**src/rtl/csi_tx_packet_gen.sv**
```systemverilog
// csi_tx_packet_gen: CSI-2 transmit packetizer emitting sync, ECC header, payload and CRC-16 footer.
// Ports: clock/reset (sync, active-high), enable (global hold), pkt_req/pkt_type/pkt_wc/pkt_ack
// (packet request handshake), pix_data/pix_valid/pix_ready (payload words, low byte first),
// tx_data/tx_valid/hs_en (lane word stream), underrun/bad_req (single-cycle error pulses).
module csi_tx_packet_gen #(
    parameter logic [1:0]  VC           = 2'd0,
    parameter int          LEAD_CYCLES  = 4,
    parameter int          TRAIL_CYCLES = 4,
    parameter logic [15:0] MAX_WC       = 16'd8192
) (
    input  logic        clock,
    input  logic        reset,
    input  logic        enable,
    input  logic        pkt_req,
    input  logic [5:0]  pkt_type,
    input  logic [15:0] pkt_wc,
    output logic        pkt_ack,
    input  logic [15:0] pix_data,
    input  logic        pix_valid,
    output logic        pix_ready,
    output logic [15:0] tx_data,
    output logic        tx_valid,
    output logic        hs_en,
    output logic        underrun,
    output logic        bad_req
);
    localparam int MAXC = LEAD_CYCLES > TRAIL_CYCLES ? LEAD_CYCLES : TRAIL_CYCLES;
    localparam int CW   = $clog2(MAXC + 1);

    typedef enum logic [2:0] {IDLE, LEAD, SYNC, HDR0, HDR1, PAYLOAD, CRC, TRAIL} state_t;

    state_t        state, state_n;
    logic [5:0]    typ;
    logic [15:0]   wc, wcnt, crc, req_even, req_wc;
    logic [CW-1:0] cnt;
    logic [7:0]    di, ecc;
    logic          allowed, is_long, req_long;

    function automatic logic [15:0] crc_byte(input logic [15:0] c, input logic [7:0] b);
        logic [15:0] r;
        r = c;
        for (int i = 0; i < 8; i++) r = (r[0] ^ b[i]) ? (r >> 1) ^ 16'h8408 : r >> 1;
        return r;
    endfunction

    // Each parity bit covers the header bits selected by its mask (d = {WC, DI}).
    function automatic logic [7:0] hdr_ecc(input logic [23:0] d);
        return {2'b00, ^(d & 24'hEFFC00), ^(d & 24'hDF03F0), ^(d & 24'hB8E38E),
                ^(d & 24'h749A6D), ^(d & 24'hF2555B), ^(d & 24'hF12CB7)};
    endfunction

    assign allowed  = pkt_type <= 6'h03 || (pkt_type >= 6'h10 && pkt_type <= 6'h12) ||
                      (pkt_type >= 6'h28 && pkt_type <= 6'h2D);
    assign req_long = pkt_type > 6'h0F;
    assign req_even = {pkt_wc[15:1], 1'b0};
    assign req_wc   = req_long ? (req_even > MAX_WC ? MAX_WC : req_even) : pkt_wc;
    assign is_long  = typ > 6'h0F;
    assign di       = {VC, typ};
    assign ecc      = hdr_ecc({wc, di});

    always_comb begin
        state_n   = state;
        pkt_ack   = 1'b0;
        bad_req   = 1'b0;
        pix_ready = 1'b0;
        underrun  = 1'b0;
        tx_valid  = 1'b0;
        tx_data   = 16'h0000;
        hs_en     = state != IDLE;
        case (state)
            IDLE: begin
                pkt_ack = enable & pkt_req;
                bad_req = pkt_ack & ~allowed;
                if (pkt_ack && allowed) state_n = LEAD_CYCLES > 0 ? LEAD : SYNC;
            end
            LEAD: state_n = cnt == CW'(LEAD_CYCLES - 1) ? SYNC : LEAD;
            SYNC: begin
                tx_valid = 1'b1;
                tx_data  = 16'hB8B8;
                state_n  = HDR0;
            end
            HDR0: begin
                tx_valid = 1'b1;
                tx_data  = {wc[7:0], di};
                state_n  = HDR1;
            end
            HDR1: begin
                tx_valid = 1'b1;
                tx_data  = {ecc, wc[15:8]};
                state_n  = !is_long ? TRAIL : wc == 16'h0000 ? CRC : PAYLOAD;
            end
            PAYLOAD: begin
                tx_valid  = 1'b1;
                pix_ready = enable;
                underrun  = enable & ~pix_valid;
                tx_data   = pix_valid ? pix_data : 16'h0000;
                state_n   = wcnt == 16'd1 ? CRC : PAYLOAD;
            end
            CRC: begin
                tx_valid = 1'b1;
                tx_data  = crc;
                state_n  = TRAIL;
            end
            TRAIL: state_n = cnt == CW'(TRAIL_CYCLES - 1) ? IDLE : TRAIL;
            default: state_n = IDLE;
        endcase
    end

    always_ff @(posedge clock) begin
        if (reset) begin
            state <= IDLE;
            typ   <= '0;
            wc    <= '0;
            wcnt  <= '0;
            crc   <= 16'hFFFF;
            cnt   <= '0;
        end else if (enable) begin
            state <= state_n;
            cnt   <= (state_n == state && (state == LEAD || state == TRAIL)) ? cnt + 1'b1 : '0;
            if (state == IDLE && pkt_req && allowed) begin
                typ <= pkt_type;
                wc  <= req_wc;
            end
            if (state == HDR1) begin
                crc  <= 16'hFFFF;
                wcnt <= {1'b0, wc[15:1]};
            end
            if (state == PAYLOAD) begin
                crc  <= crc_byte(crc_byte(crc, tx_data[7:0]), tx_data[15:8]);
                wcnt <= wcnt - 16'd1;
            end
        end
    end
endmodule
```
**config.mk**
```make
export PLATFORM = sky130hd
export DESIGN_NAME = csi_tx_packet_gen
export DESIGN_NICKNAME = d
export VERILOG_FILES = /design/src/rtl/csi_tx_packet_gen.sv
export SDC_FILE = /design/constraint.sdc
export NUM_CORES = 1
export LEC_CHECK = 0
export ABC_AREA = 0
export BUFFER_PORTS_ARGS = -buffer_cell sky130_fd_sc_hd__buf_2
export CORE_UTILIZATION = 50
export CTS_BUF_LIST = sky130_fd_sc_hd__clkbuf_2 sky130_fd_sc_hd__clkbuf_4 sky130_fd_sc_hd__clkbuf_8
export CTS_CLUSTER_SIZE = 12
export DETAILED_ROUTE_END_ITERATION = 6
export PLACE_DENSITY = 0.7
export SYNTH_ARGS = -nofsm -noshare
export SYNTH_HDL_FRONTEND = slang
export SYNTH_SLANG_ARGS = --single-unit
```
**constraint.sdc**
```tcl
create_clock -name clock -period 6.4 [get_ports clock]
set_clock_uncertainty 0.2 [all_clocks]
set_input_delay 1.28 -clock clock [delete_from_list [all_inputs] [get_ports clock]]
set_output_delay 1.28 -clock clock [all_outputs]
set_load 0.05 [all_outputs]
```
==> results.cfg <==
[die]
initial_core_util_pct = 51.2
core_um2 = 8680
ios = 65
num_rows = 34
die_w_um = 96.2
die_y_um = 96.2
dieArea_um2 = 9260

[yosys]
synth.area.top_cells = dfxtp_1 (27%), xnor2_1 (11%), nor2_1 (5.5%)
synth_edf_count = 0
yosys_warnings = 0
syn_area_per_cell_um2 = 8.00
syn_inst = 555
synthTopCellsByCount = nor2_1 (65), dfxtp_1 (60), xnor2_1 (55), nand2_1 (46), a21oi_1 (44)
ys.flop_type = dfxtp_1
synth_top_area_share_pct = 27.1
synth-seq-area-share_pct = 27.1
synth_cell_types = 64
synth_area_um2 = 4440
syn-num-nets = 611
synth_seq_cells = 60
synth_top_area_cell = dfxtp_1
synth.most_common_cell = nor2_1
async_flop_share_pct = 0

[setup_path]
cpPeakStageDelay_ns = 0.51
r2r-start = state[1]
cp_top_family = XOR/XNOR gates
crit_path_end = tx_data[13]
rrSetupSlack_ns = 2.78
cp_num_buf_inv = 2
cp_max_fo = 6
cp_cell_sequence = inv_1 > ha_1 > xnor2_1 > xnor2_1 > xnor2_1 > o21ai_0 > buf_2
crit_slowest_cell = dfxtp_1
ff2ff_path_depth = 10
crit_type = reg -> out
cp-start-kind = flip-flop
cp_common_cell = xnor2_1
cp.arrival_ns = 2.73
cp.depth = 7
cp.required_ns = 4.92
crit_path_start = wc[14]
r2r_end = crc[1]
end_kind = output port

[clock_network]
cts.sink_count = 60
cts.htree.levels = 3
clk_latency_ns = 0.34
cts.path.max_buffers = 2
postCtsSetupBuffers = 0
cts_buffers = 9
clkTransAtPathRegs_ns = 0.08
clockRootBuffer = clkbuf_8
cts_tree = built
ctsHoldBuffers = 0
cts_resized = 0

[final_layout]
diodes = 0
nFillCells = 821
layout.nets = 660
drive_above_1_share_pct = 15.9
syn2layout_area_growth_pct = 13.7

[grt]
grt_pass1_wl_um = 20000
grt.overflow.total = 0
grt_use_total_pct = 28.8
grt_max_degree = 58
grt_pass1_vias = 3923
antenna_found_initial = 0

[timing]
relSlewSlack_pct = 31.3
fmax_mhz = 238
maxSlewViolCount = 0
fin_crit_sh_pct = 65.8
rsz0062_at_grt = no
finalSetupTns_ns = 0
fin_crit_ns = 4.21
finalWorstSetupSlack_ns = 2.19
setup_violations = 0
hold_viol = 0
tightest_slew_ns = 1.03

[place]
pre_cts_ws_ns = 2.07
place_hpwl_um = 9470
io_buffers = 64
gp_congestion = 0.983

[power]
power_density_nw_per_um2 = 193
leakage_uw = 0.00199
peakVddDrop_uv = 123

[drt]
routedWlPerCell_um = 17.8
drt-total-wl_um = 12700
vias_per_cell = 5.89
first_pass_iters = 5
ant_nets = 0
drc = 0
dr.first_iter.drc_count = 303
vias = 4224

[min_path]
hp-class = reg -> reg
min_from = wcnt[10]

[run_status]
status = completed

[run]
maxCapViolations = 0
power by group:
part,switching (uW),internal [uW]
clock,164,269
combinational,95.4,63.1
sequential,4.41,377
area by class of cell:
type                            instances  area [um^2]  share of cell area [%]
Clock buffer                           10          138                    2.73
Multi-Input combinational cell        433         2990                    59.3
Timing Repair Buffer                   68          350                    6.94
Sequential cell                        60         1200                    23.8
Tap cell                              108          135                    2.68
Clock inverter                          6          111                    2.21
Inverter                               32          120                    2.38
logic make-up after synthesis:
group	share of synthesized area, %
compound gates	20.0
xor+xnor	20.8
fa+ha+maj	3.66
buf+inv	5.81
flops	27.1
mux	1.18
simple gates	21.4
state kept, by name, indices dropped and copies added (netlist names):
name	count
cnt	3
state	3
typ	6
wc	16
crc	16
wcnt	16
worst min-delay path, cell delays in order (launching register included):
cell and delay [ns]:
dfxtp_1 0.31, o21ai_0 0.07, a21oi_1 0.06
routing by layer:
| layer | vias up | track usage, % | share of wire (%) |
|---|---|---|---|
| met5 | - | 0 | 0 |
| met4 | 0 | 12.1 | 2.7 |
| met3 | 23 | 3.55 | 6.1 |
| met2 | 158 | 49.6 | 48 |
| met1 | 2004 | 36.1 | 43 |
| li1 | 2039 | - | - |
per-stage QoR:
| stage | cells | utilization [%] | hold WS [ns] | cell area (um^2) | power, uW |
|---|---|---|---|---|---|
| global placement | 701 | 55.3 | 0.265 | 4800 | 544 |
| finish | 717 | 58.2 | 0.288 | 5050 | 973 |
| global route | 717 | 58.2 | 0.324 | 5050 | 1010 |
| detailed placement | 701 | 55.3 | 0.271 | 4800 | 547 |
| floorplan | 555 | - | 0.244 | 4440 | 503 |
| CTS | 717 | 58.2 | 0.281 | 5050 | 977 |
placed cells by master (no fill, tap or decap), drive strengths merged, types with 10 or more instances in the layout:
cell / count
nand3: 10
a21oi: 44
nor4: 14
xnor3: 10
o21ai: 25
o22ai: 10
nor2b: 10
ha: 13
buf: 68
nor2: 65
nand2b: 15
nor3: 14
a22oi: 20
clkbuf: 10
xnor2: 57
nand2: 46
xor2: 13
inv: 32
dfxtp: 60
how the worst min path moves through the flow:
| stage | end | cells past startpoint |
|---|---|---|
| finish | wcnt[10] | 2 |
| CTS | wcnt[10] | 2 |
| global route | typ[5] | 2 |
| global placement | wcnt[10] | 2 |
| floorplan | wcnt[10] | 2 |
| detailed placement | wcnt[10] | 2 |
No activity file was read; power rests on OpenSTA's default activity.
